## src/rtl/multicycle_control.sv

```systemverilog
// Multi-cycle MIPS main control: Moore FSM sequencing fetch/decode/execute/mem/wb
// with memory ready handshake, sticky illegal-opcode trap and retire counter.
module multicycle_control #(
   parameter int ALUOP_W = 4,
   parameter int CNT_W   = 32
) (
   input  logic               CLK,
   input  logic               Reset,
   input  logic [5:0]         Opcode,
   input  logic               MemReady,
   output logic               PCWrite,
   output logic               PCWriteCond,
   output logic [1:0]         PCSource,
   output logic               IorD,
   output logic               MemRead,
   output logic               MemWrite,
   output logic               IRWrite,
   output logic               MemToReg,
   output logic               RegWrite,
   output logic               RegDst,
   output logic               ALUSrcA,
   output logic [1:0]         ALUSrcB,
   output logic               SignExtend,
   output logic [ALUOP_W-1:0] ALUOp,
   output logic               Illegal,
   output logic [3:0]         State,
   output logic [CNT_W-1:0]   InstrCount
);

   typedef enum logic [3:0] {
      S_FETCH  = 4'd0,
      S_DECODE = 4'd1,
      S_MEMADR = 4'd2,
      S_MEMRD  = 4'd3,
      S_MEMWB  = 4'd4,
      S_MEMWR  = 4'd5,
      S_REXEC  = 4'd6,
      S_RWB    = 4'd7,
      S_BRANCH = 4'd8,
      S_JUMP   = 4'd9,
      S_IEXEC  = 4'd10,
      S_IWB    = 4'd11,
      S_TRAP   = 4'd12
   } state_t;

   localparam logic [3:0] A_AND  = 4'b0000;
   localparam logic [3:0] A_OR   = 4'b0001;
   localparam logic [3:0] A_ADD  = 4'b0010;
   localparam logic [3:0] A_SUB  = 4'b0110;
   localparam logic [3:0] A_SLT  = 4'b0111;
   localparam logic [3:0] A_ADDU = 4'b1000;
   localparam logic [3:0] A_XOR  = 4'b1010;
   localparam logic [3:0] A_SLTU = 4'b1011;
   localparam logic [3:0] A_LUI  = 4'b1110;
   localparam logic [3:0] A_FUNC = 4'b1111;

   state_t             r_state;
   logic [5:0]         r_op;
   logic               r_illegal;
   logic [CNT_W-1:0]   r_count;

   state_t             w_next;
   logic               w_retire;
   logic [3:0]         w_alu;
   logic [3:0]         w_ialu;
   logic               w_ise;

   always_comb begin
      w_next = r_state;
      unique case (r_state)
         S_FETCH:  if (MemReady) w_next = S_DECODE;
         S_DECODE: begin
            unique casez (Opcode)
               6'b000000:           w_next = S_REXEC;
               6'b100011, 6'b101011: w_next = S_MEMADR;
               6'b000100:           w_next = S_BRANCH;
               6'b000010:           w_next = S_JUMP;
               6'b001???:           w_next = S_IEXEC;
               default:             w_next = S_TRAP;
            endcase
         end
         S_MEMADR: w_next = (r_op == 6'b100011) ? S_MEMRD : S_MEMWR;
         S_MEMRD:  if (MemReady) w_next = S_MEMWB;
         S_MEMWB:  w_next = S_FETCH;
         S_MEMWR:  if (MemReady) w_next = S_FETCH;
         S_REXEC:  w_next = S_RWB;
         S_RWB:    w_next = S_FETCH;
         S_BRANCH: w_next = S_FETCH;
         S_JUMP:   w_next = S_FETCH;
         S_IEXEC:  w_next = S_IWB;
         S_IWB:    w_next = S_FETCH;
         default:  w_next = S_TRAP;
      endcase
   end

   // Every path back to FETCH from a non-FETCH state retires one instruction
   assign w_retire = (w_next == S_FETCH) && (r_state != S_FETCH);

   always_ff @(posedge CLK or posedge Reset) begin
      if (Reset) begin
         r_state   <= S_FETCH;
         r_op      <= 6'd0;
         r_illegal <= 1'b0;
         r_count   <= '0;
      end else begin
         r_state <= w_next;
         if (r_state == S_DECODE) r_op <= Opcode;
         if (w_next == S_TRAP) r_illegal <= 1'b1;
         if (w_retire) r_count <= r_count + 1'b1;
      end
   end

   always_comb begin
      w_ialu = A_ADD;
      w_ise  = 1'b0;
      unique case (r_op[2:0])
         3'b000: begin w_ialu = A_ADD;  w_ise = 1'b1; end
         3'b001: begin w_ialu = A_ADDU; w_ise = 1'b0; end
         3'b010: begin w_ialu = A_SLT;  w_ise = 1'b1; end
         3'b011: begin w_ialu = A_SLTU; w_ise = 1'b1; end
         3'b100: begin w_ialu = A_AND;  w_ise = 1'b0; end
         3'b101: begin w_ialu = A_OR;   w_ise = 1'b0; end
         3'b110: begin w_ialu = A_XOR;  w_ise = 1'b0; end
         default: begin w_ialu = A_LUI; w_ise = 1'b0; end
      endcase
   end

   always_comb begin
      PCWrite     = 1'b0;
      PCWriteCond = 1'b0;
      PCSource    = 2'b00;
      IorD        = 1'b0;
      MemRead     = 1'b0;
      MemWrite    = 1'b0;
      IRWrite     = 1'b0;
      MemToReg    = 1'b0;
      RegWrite    = 1'b0;
      RegDst      = 1'b0;
      ALUSrcA     = 1'b0;
      ALUSrcB     = 2'b00;
      SignExtend  = 1'b0;
      w_alu       = 4'b0000;
      unique case (r_state)
         S_FETCH: begin
            MemRead = 1'b1;
            ALUSrcB = 2'b01;
            w_alu   = A_ADD;
            IRWrite = MemReady;
            PCWrite = MemReady;
         end
         S_DECODE: begin
            ALUSrcB    = 2'b11;
            w_alu      = A_ADD;
            SignExtend = 1'b1;
         end
         S_MEMADR: begin
            ALUSrcA    = 1'b1;
            ALUSrcB    = 2'b10;
            w_alu      = A_ADD;
            SignExtend = 1'b1;
         end
         S_MEMRD: begin
            MemRead = 1'b1;
            IorD    = 1'b1;
         end
         S_MEMWB: begin
            RegWrite = 1'b1;
            MemToReg = 1'b1;
         end
         S_MEMWR: begin
            MemWrite = 1'b1;
            IorD     = 1'b1;
         end
         S_REXEC: begin
            ALUSrcA = 1'b1;
            w_alu   = A_FUNC;
         end
         S_RWB: begin
            RegWrite = 1'b1;
            RegDst   = 1'b1;
         end
         S_BRANCH: begin
            ALUSrcA     = 1'b1;
            w_alu       = A_SUB;
            PCWriteCond = 1'b1;
            PCSource    = 2'b01;
         end
         S_JUMP: begin
            PCWrite  = 1'b1;
            PCSource = 2'b10;
         end
         S_IEXEC, S_IWB: begin
            ALUSrcA    = 1'b1;
            ALUSrcB    = 2'b10;
            w_alu      = w_ialu;
            SignExtend = w_ise;
            RegWrite   = (r_state == S_IWB);
         end
         default: ;
      endcase
      // Write enables must not glitch through while reset is held
      if (Reset) begin
         PCWrite     = 1'b0;
         PCWriteCond = 1'b0;
         IRWrite     = 1'b0;
         MemRead     = 1'b0;
         MemWrite    = 1'b0;
         RegWrite    = 1'b0;
      end
   end

   assign ALUOp      = ALUOP_W'(w_alu);
   assign Illegal    = r_illegal;
   assign State      = r_state;
   assign InstrCount = r_count;

endmodule

```

## config.mk

```make
export PLATFORM = sky130hd
export DESIGN_NAME = multicycle_control
export DESIGN_NICKNAME = d
export VERILOG_FILES = /design/src/rtl/multicycle_control.sv
export SDC_FILE = /design/constraint.sdc
export NUM_CORES = 1
export LEC_CHECK = 0
export CORE_UTILIZATION = 53
export CTS_CLUSTER_SIZE = 12
export DETAILED_ROUTE_END_ITERATION = 7
export MAX_ROUTING_LAYER = met4
export PLACE_DENSITY_LB_ADDON = 0.25
export SLEW_MARGIN = 20
export SYNTH_ARGS = -nofsm -noshare
export SYNTH_HDL_FRONTEND = slang
export SYNTH_SLANG_ARGS = --single-unit
```

## constraint.sdc

```tcl
create_clock -name CLK -period 5.5 [get_ports CLK]
set_input_delay 0.55 -clock CLK [delete_from_list [all_inputs] [get_ports CLK]]
set_output_delay 0.55 -clock CLK [all_outputs]
set_load 0.01 [all_outputs]
```

==> flow_summary.toml, run 1 <==
[status]
status = "finished, final reports clean"

[drt]
drt_iter0_drc = 232
ant_nets = 0
drc = 0
drt-wirelength-per-cell_microns = 16.4
via_count = 2298
routed_via_density = 5.94
routed_wl_microns = 6360
dr.pass1.iters = 4

[critical_path]
critPathLaunchType = "register"
cp-end-kind = "register"
critical_path_class = "reg -> reg"
required_ns = 5.70
worstSetupStartpoint = "State[2]"
critical_path.cell_chain = "nor4b_2 > a22oi_1 > and3_1 > o211ai_2 > nor4_2 > nand4_1 > xnor2_1"
slowest_delay_ns = 0.87
worstReg2RegStart = "State[2]"
cp_slowest_cell = "dfrtp_1"
cp.arrival_ns = 3.34
cp_max_fo = 26

[timing]
period_needed_ns = 3.15
grt_setup_unrepaired = "no"
setup_viol = 0
tightest_slew_ns = 0.987
max_freq_mhz = 318
hold_ws_ns = 0.473
fin_skew_ns = 0.00524
fin_ws_ns = 2.35
fin_tns_setup_ns = 0
relSlewSlack = 0.337
layout_worst_path_cycle_share = 0.572
maxSlewViolCount = 0
hold_viol_final = 0

[floorplanning]
dieHeight_microns = 71.5
initial_core_util = 0.569
row_count = 24
io_pins = 65
fp.dieW_microns = 71.5
dieArea_sq_um = 5110
fp.coreArea_sq_um = 4500

[layout]
drive_above_1_share = 0.0716
area_delta_synth_final_pct = 29.5
mostFrequentLayoutCells = "clkdlybuf4s50_1, dfrtp_1, nand2_1"
layout.nets = 344
final_common_cell = "clkdlybuf4s50_1"
insertedDiodeCount = 0
fin_cells = 387
finish.utilization = 0.736

[synth]
synth_warnings = 0
yosysSeqAreaShare = 0.420
synth-edff-count = 0
netlist_instances = 274
avgSynthCellArea_sq_um = 9.35
syn-num-nets = 284
synth_area_sq_um = 2560
synth_ff_type = "dfrtp_1"
synth_seq_cells = 43
synthArstFlopShare = 1.00
ys_types = 58

[placed_design]
dp_hpwl_microns = 4490
place_inst = 379
gp_congestion = 0.941
io_buffer_count = 64
pre_cts_ws_ns = 2.10

[grt]
grtUsageTotal = 0.275
grt_pass1_wl_microns = 10700
overflow = 0
grt_max_degree = 46
antenna_found_initial = 0
grt_pass1_vias = 2240

[clock_tree]
clkSinkCount = 43
cts_setup_buffers = 0
cts_inserted_buffers = 5
post_cts_resized = 0
hold_buffers = 0
clkLatencyLatePin_ns = 0.31
htreeDepth = 2
cts_max_path_buffers = 2
path_clk_slew_ns = 0.09
cts-root-buf = "clkbuf_8"
cts_tree = "built"

[pwr]
leakage_nw = 1.32
pwr_density_cell_nw_per_um2 = 178
peakVddDrop_mv = 0.153

[min_path]
hold_path.class = "reg -> reg"
min-delay-start = "Illegal"

[run]
cap_violations = 0
-- sequential cells by signal, indices dropped and copies added (netlist names) --
register	count
r_op	6
State	4
InstrCount	32
Illegal	1
-- kinds of logic (layout without fill, tap and decap cells) --
logic type,Yosys count,count (layout),synth area share
DFF,43,43,0.420
adders and majority gates,1,1,0.00488
and+or+nand+nor,146,146,0.320
AOI/OAI and AO/OA,33,33,0.0933
xor gates and xnor gates,34,34,0.119
buffers and inverters,15,76,0.0337
muxes,2,2,0.00830
-- final timing paths --
kind | end | slack, ns | depth (start not counted)
hold reg to reg | Illegal | 0.47 | 1
hold / removal | Illegal | 0.47 | 1
setup reg to reg | InstrCount[29] | 2.35 | 7
max in group asynchronous | InstrCount[5] | 4.33 | 3
setup / recovery | InstrCount[29] | 2.35 | 7
min in group asynchronous | InstrCount[6] | 0.80 | 3
-- routing by layer --
layer,wire length (microns),track usage,up-vias
met2,3230,0.460,83
met4,114,0.0828,0
met5,0,-,-
met3,354,0.0464,15
li1,-,-,1090
met1,2660,0.346,1110
-- power breakdown --
group	internal [mW]	total, mW	switching, mW
clock network	0.138	0.256	0.118
logic	0.00731	0.0199	0.0125
registers	0.316	0.316	0
-- synth_stat cells (2+ instances only) --
cell type  instances  area (sq um)
nand2b_1           7          43.8
xor2_1             4          35.0
nor3b_1            3          22.5
nand4_1           14          87.6
or4_1              2          15.0
nor3_1             6          30.0
dfrtp_1           43          1080
xnor2_1           29           254
buf_2              5          25.0
nand3_2            4          40.0
inv_1              2          7.51
and4_1             2          17.5
buf_1              2          7.51
buf_4              2          15.0
o22ai_1            3          18.8
a21oi_1            7          35.0
nand3_1           12          60.1
o21ai_0            6          30.0
o22a_1             2          17.5
nor2b_1            5          31.3
clkbuf_1           2          7.51
nor4bb_1           2          20.0
nor4_1             2          12.5
nand2_1           40           150
a22oi_1            2          15.0
nor2_1            21          78.8
and3_1            14          87.6
-- final cells by class --
class | count | area [sq um]
clock buffer | 5 | 68.8
inverter | 3 | 11.3
sequential | 43 | 1080
clock inverter | 3 | 47.5
timing repair buffer | 65 | 648
fill | 337 | 1190
multi-input combinational | 216 | 1400
tap | 52 | 65.1
-- stage by stage --
stage,cell area [sq um],power (mW)
2_1_floorplan,2560,0.330
3_3_place_gp,3200,0.342
3_5_place_dp,3200,0.342
4_1_cts,3320,0.594
5_1_grt,3320,0.610
6_report,3320,0.591
-- worst max-delay path: cells and delay by family, from the launching register on --
kind	cells	cell delay [ns]
AO/OA/AOI/OAI	2	0.41
XOR/XNOR	1	0.18
flip-flops	1	0.87
AND/OR/NAND/NOR	4	1.55
(Power assumes the default switching activity.)
==> inputs of run 2 (changes only) <==
- CORE_UTILIZATION: 53 -> 49
- clock period: 5.5 -> 2.9 ns (I/O delays scaled with it)
==> run 2 against run 1 <==
  * Register-to-register slack lost 1.9 ns
  * First-iteration DRC count decreased by 47%
  * Routed wire length fell by 4.7%
  * Critical path type is now reg -> out
  * Largest cell class unchanged
==> flow_summary.toml, run 2 (same netlist as run 1, synthesis figures left out) <==
[min_path]
hold_path.class = "reg -> reg"

[drt]
routed_wl_microns = 6060
via_count = 2262
drc = 0
ant_nets = 0
dr.pass1.iters = 4
drt-wirelength-per-cell_microns = 14.7
drt_iter0_drc = 124
routed_via_density = 5.48

[layout]
layout.nets = 355
final_common_cell = "clkdlybuf4s50_1"
largest_reg_flops = 32
mostFrequentLayoutCells = "clkdlybuf4s50_1, dfrtp_1, nand2_1"
drive_above_1_share = 0.101
area_delta_synth_final_pct = 33.5
insertedDiodeCount = 0

[critical_path]
slowest_delay_ns = 0.57
worstReg2RegStart = "State[0]"
cp_max_fo = 19
r2r_end = "InstrCount[1]"
critical_path_class = "reg -> out"
worstSetupStartpoint = "State[1]"
cp_slowest_cell = "clkdlybuf4s50_1"
critical_path.cell_chain = "buf_4 > clkinv_1 > nor2_1 > a22oi_1 > o21ai_0 > clkdlybuf4s50_1"
critical_path.endpoint = "ALUOp[2]"
required_ns = 2.61
critPathLaunchType = "register"
cp.arrival_ns = 2.28
cp-end-kind = "output pin"
ff2ff_path_depth = 9
r2r_setup_slack_ns = 0.44

[clock_tree]
hold_buffers = 0
cts-root-buf = "clkbuf_8"
cts_inserted_buffers = 5
post_cts_resized = 0
cts_max_path_buffers = 2
cts_setup_buffers = 0
clkLatencyLatePin_ns = 0.29
clkSinkCount = 43
htreeDepth = 2
path_clk_slew_ns = 0.08
cts_tree = "built"

[timing]
setup_viol = 0
hold_viol_final = 0
fin_tns_setup_ns = 0
tightest_slew_ns = 0.593
fin_skew_ns = 0.00252
max_freq_mhz = 389
maxSlewViolCount = 0
grt_setup_unrepaired = "no"
layout_worst_path_cycle_share = 0.886
relSlewSlack = 0.604
period_needed_ns = 2.57

[floorplanning]
fp.coreArea_sq_um = 4880
initial_core_util = 0.525
dieArea_sq_um = 5520
dieHeight_microns = 74.3
row_count = 25
io_pins = 65
fp.dieW_microns = 74.3

[grt]
grt_pass1_wl_microns = 9940
grtUsageTotal = 0.246
overflow = 0
grt_pass1_vias = 2055
grt_max_degree = 27
antenna_found_initial = 0

[pwr]
power.net_switching_mw = 0.223
switching_share = 0.200
power.total_mw = 1.12
seqPwrFrac = 0.537
leakage_nw = 1.38
p_int_mw = 0.893
power_frac_clock = 0.428
peakVddDrop_mv = 0.283
pwr_density_cell_nw_per_um2 = 326
power_frac_comb = 0.036

[placed_design]
io_buffer_count = 64
dp_hpwl_microns = 4450
gp_congestion = 0.923

[run]
cap_violations = 0

[status]
status = "finished, final reports clean"
==> run 2: changes by cell type in the layout (fill, tap and decap cells not counted), sizes merged <==
cell,change
inv,-1
clkbuf,+1
buf,+11
==> run 2: worst max-delay path: cells and delay by family (launching register included) <==
kind | cells | cell delay, ns
buffers and inverters | 3 | 1.09
AND/OR/NAND/NOR | 1 | 0.27
AO/OA/AOI/OAI | 2 | 0.27
flip-flops | 1 | 0.36
==> run 2: power by group through the flow <==
stage / registers [mW] / clock network (mW) / logic, mW
3_3_place_gp: 0.611 / 0 / 0.0401
2_1_floorplan: 0.611 / 0 / 0.0149
6_report: 0.599 / 0.477 / 0.0399
5_1_grt: 0.599 / 0.513 / 0.0448
3_5_place_dp: 0.611 / 0 / 0.0402
4_1_cts: 0.599 / 0.490 / 0.0406
==> run 2: cell type report <==
| class | instances | area (sq um) |
|---|---|---|
| clock buffers | 6 | 82.6 |
| clock inverters | 2 | 35.0 |
| fillers | 418 | 1460 |
| inverters | 3 | 11.3 |
| multi-input cells | 216 | 1400 |
| flip-flops and latches | 43 | 1080 |
| well taps | 67 | 83.8 |
| repair buffers | 76 | 731 |
==> run 2: metal layers <==
layer	part of all wire	track usage
met5	0	-
met4	0.0078	0.0587
met3	0.044	0.0325
met1	0.46	0.325
met2	0.49	0.403
==> run 2: how the worst min path moves through the flow <==
stage | startpoint | endpoint | slack (ns) | depth (start not counted)
global placement | Illegal | Illegal | 0.45 | 1
detailed placement | Illegal | Illegal | 0.45 | 1
floorplan | Opcode[0] | r_op[0] | 0.40 | 2
global route | Illegal | Illegal | 0.49 | 1
CTS | Illegal | Illegal | 0.47 | 1
finish | Illegal | Illegal | 0.47 | 1
==> run 2: metrics by stage <==
| step | area, sq um | hold slack (ns) | utilization | worst slack [ns] | instances |
|---|---|---|---|---|---|
| floorplan | 2560 | 0.395 | - | 0.748 | 274 |
| detailed placement | 3300 | 0.452 | 0.676 | 0.191 | 405 |
| global placement | 3300 | 0.446 | 0.676 | 0.200 | 405 |
| finish | 3420 | 0.465 | 0.701 | 0.331 | 413 |
| global route | 3420 | 0.489 | 0.701 | 0.182 | 413 |
| CTS | 3420 | 0.471 | 0.701 | 0.324 | 413 |
==> inputs of run 3 (changes only) <==
- CORE_MARGIN: unset -> 3
- PLACE_DENSITY: unset -> 0.8
- PLACE_DENSITY_LB_ADDON: 0.25 -> unset
- RECOVER_POWER: unset -> 50
==> run 3 against run 2 <==
  * Count of clock-buffer cells in the layout is 1 lower
  * Combinational power is 7.3% lower
  * Via count is 1.5% higher
  * Die area is 11% higher
  * Final area is 0.84% lower
  * Utilization is 0.59 points lower
  * Global-route usage is 3.2 points lower
  * Register-to-register slack hardly changed
  * Routed wire length is 0.25% higher
  * First-iteration DRC count is 15% higher
  * Clock skew is 0.0028 ns higher
==> flow_summary.toml, run 3 (same netlist as run 1, synthesis figures left out) <==
[critical_path]
cp_slowest_cell = "clkdlybuf4s50_1"
cp.arrival_ns = 2.26
critical_path.cell_chain = "buf_4 > clkinv_1 > nor2_1 > a22oi_1 > o21ai_0 > clkdlybuf4s50_1"
critPathLaunchType = "register"
critical_path_class = "reg -> out"
cp-end-kind = "output pin"
required_ns = 2.61
slowest_delay_ns = 0.57
cp_max_fo = 20

[timing]
grt_setup_unrepaired = "no"
hold_viol_final = 0
tightest_slew_ns = 0.899
layout_worst_path_cycle_share = 0.880
maxSlewViolCount = 0
max_freq_mhz = 392
setup_viol = 0
hold_ws_ns = 0.462
period_needed_ns = 2.55
fin_tns_setup_ns = 0
relSlewSlack = 0.400
fin_skew_ns = 0.00532

[clock_tree]
cts_setup_buffers = 0
hold_buffers = 0
cts-root-buf = "clkbuf_8"
cts_max_path_buffers = 2
htreeDepth = 2
path_clk_slew_ns = 0.08
post_cts_resized = 0
cts_inserted_buffers = 5
clkSinkCount = 43
clkLatencyLatePin_ns = 0.29
cts_tree = "built"

[status]
status = "finished, final reports clean"

[layout]
finish.utilization = 0.695
ff_latch_area_sq_um = 1080
multi_input_area_sq_um = 1390
largest_reg_flops = 32
insertedDiodeCount = 0
mostFrequentLayoutCells = "dfrtp_1, clkdlybuf4s50_1, nand2_1"
area_delta_synth_final_pct = 32.3
fin_cells = 411
layout.nets = 353
drive_above_1_share = 0.0930
final_common_cell = "dfrtp_1"
fillers = 408

[grt]
antenna_found_initial = 0
grt_max_degree = 38
grtUsageTotal = 0.214
overflow = 0
grt_pass1_wl_microns = 10400
grt_pass1_vias = 2197

[drt]
met3WireLength_microns = 319
routed_wl_microns = 6080
drt-wirelength-per-cell_microns = 14.8
routed_via_density = 5.59
ant_nets = 0
drc = 0
wl_met2_microns = 2880
wl_met1_microns = 2810
via_count = 2296
top_layer = "met4"
dr.pass1.iters = 4
drt_iter0_drc = 143

[pwr]
p_int_mw = 0.869
switching_share = 0.211
leakage_nw = 1.43
power.net_switching_mw = 0.232
peakVddDrop_mv = 0.262
seqPwrFrac = 0.544
power_frac_clock = 0.422
power.total_mw = 1.10
pwr_density_cell_nw_per_um2 = 325
power_frac_comb = 0.034

[floorplanning]
fp.dieW_microns = 78.3
dieHeight_microns = 78.3
io_pins = 65
initial_core_util = 0.525
row_count = 25
fp.coreArea_sq_um = 4880
dieArea_sq_um = 6130

[placed_design]
dp_hpwl_microns = 4510
gp_congestion = 0.849
place_inst = 403
io_buffer_count = 64

[min_path]
hold_path.class = "reg -> reg"

[run]
cap_violations = 0
-- run 3: changes by cell type in the layout (fill, tap and decap cells not counted) --
cell and change:
buf_4 -3, o221ai_1 +1, clkbuf_2 +1, clkbuf_8 -1
clkinv_4 +1, dlygate4sd3_1 +22, o221ai_2 -1, clkdlybuf4s50_1 -22
-- run 3: critical path, delay by kind of cell (launching register included) --
family                 cells  cell delay, ns
DFF                        1            0.34
buffers and inverters      3            1.07
AOI/OAI and AO/OA          2            0.29
and+or+nand+nor            1            0.27
-- run 3: cell type report --
class,instances,share of cell area
clock inverter,3,0.0129
timing repair buffer,74,0.210
multi-input combinational,216,0.411
clock buffer,5,0.0203
sequential,43,0.317
inverter,3,0.00332
tap,67,0.0247
-- run 3: per-layer routing --
layer / vias to the layer above / GRT usage
met5: - / -
met4: 0 / 0.0612
met3: 6 / 0.0367
met2: 78 / 0.350
met1: 1098 / 0.275
li1: 1114 / -
-- run 3: final timing paths --
path                          start             end  slack, ns  depth (start not counted)
setup / recovery           State[1]        ALUOp[2]       0.35                          6
hold / removal              Illegal         Illegal       0.46                          1
setup reg to reg           State[0]  InstrCount[22]       0.44                          7
hold reg to reg             Illegal         Illegal       0.46                          1
max in group asynchronous     Reset   InstrCount[1]       1.26                          3
min in group asynchronous     Reset         r_op[3]       0.49                          2
-- run 3: power by group through the flow --
stage                     clock network (mW)  registers, mW  logic (mW)
after floorplan                            0          0.611      0.0149
after global placement                     0          0.611      0.0372
after detailed placement                   0          0.611      0.0380
after CTS                              0.478          0.599      0.0385
after global routing                   0.505          0.599      0.0414
final                                  0.464          0.599      0.0370
-- run 3: metrics by stage --
| step | setup slack [ns] | cell area, sq um |
|---|---|---|
| 5_1_grt | 0.207 | 3390 |
| 4_1_cts | 0.342 | 3400 |
| 6_report | 0.348 | 3390 |
| 3_3_place_gp | 0.218 | 3290 |
| 3_5_place_dp | 0.160 | 3290 |
| 2_1_floorplan | 0.748 | 2560 |
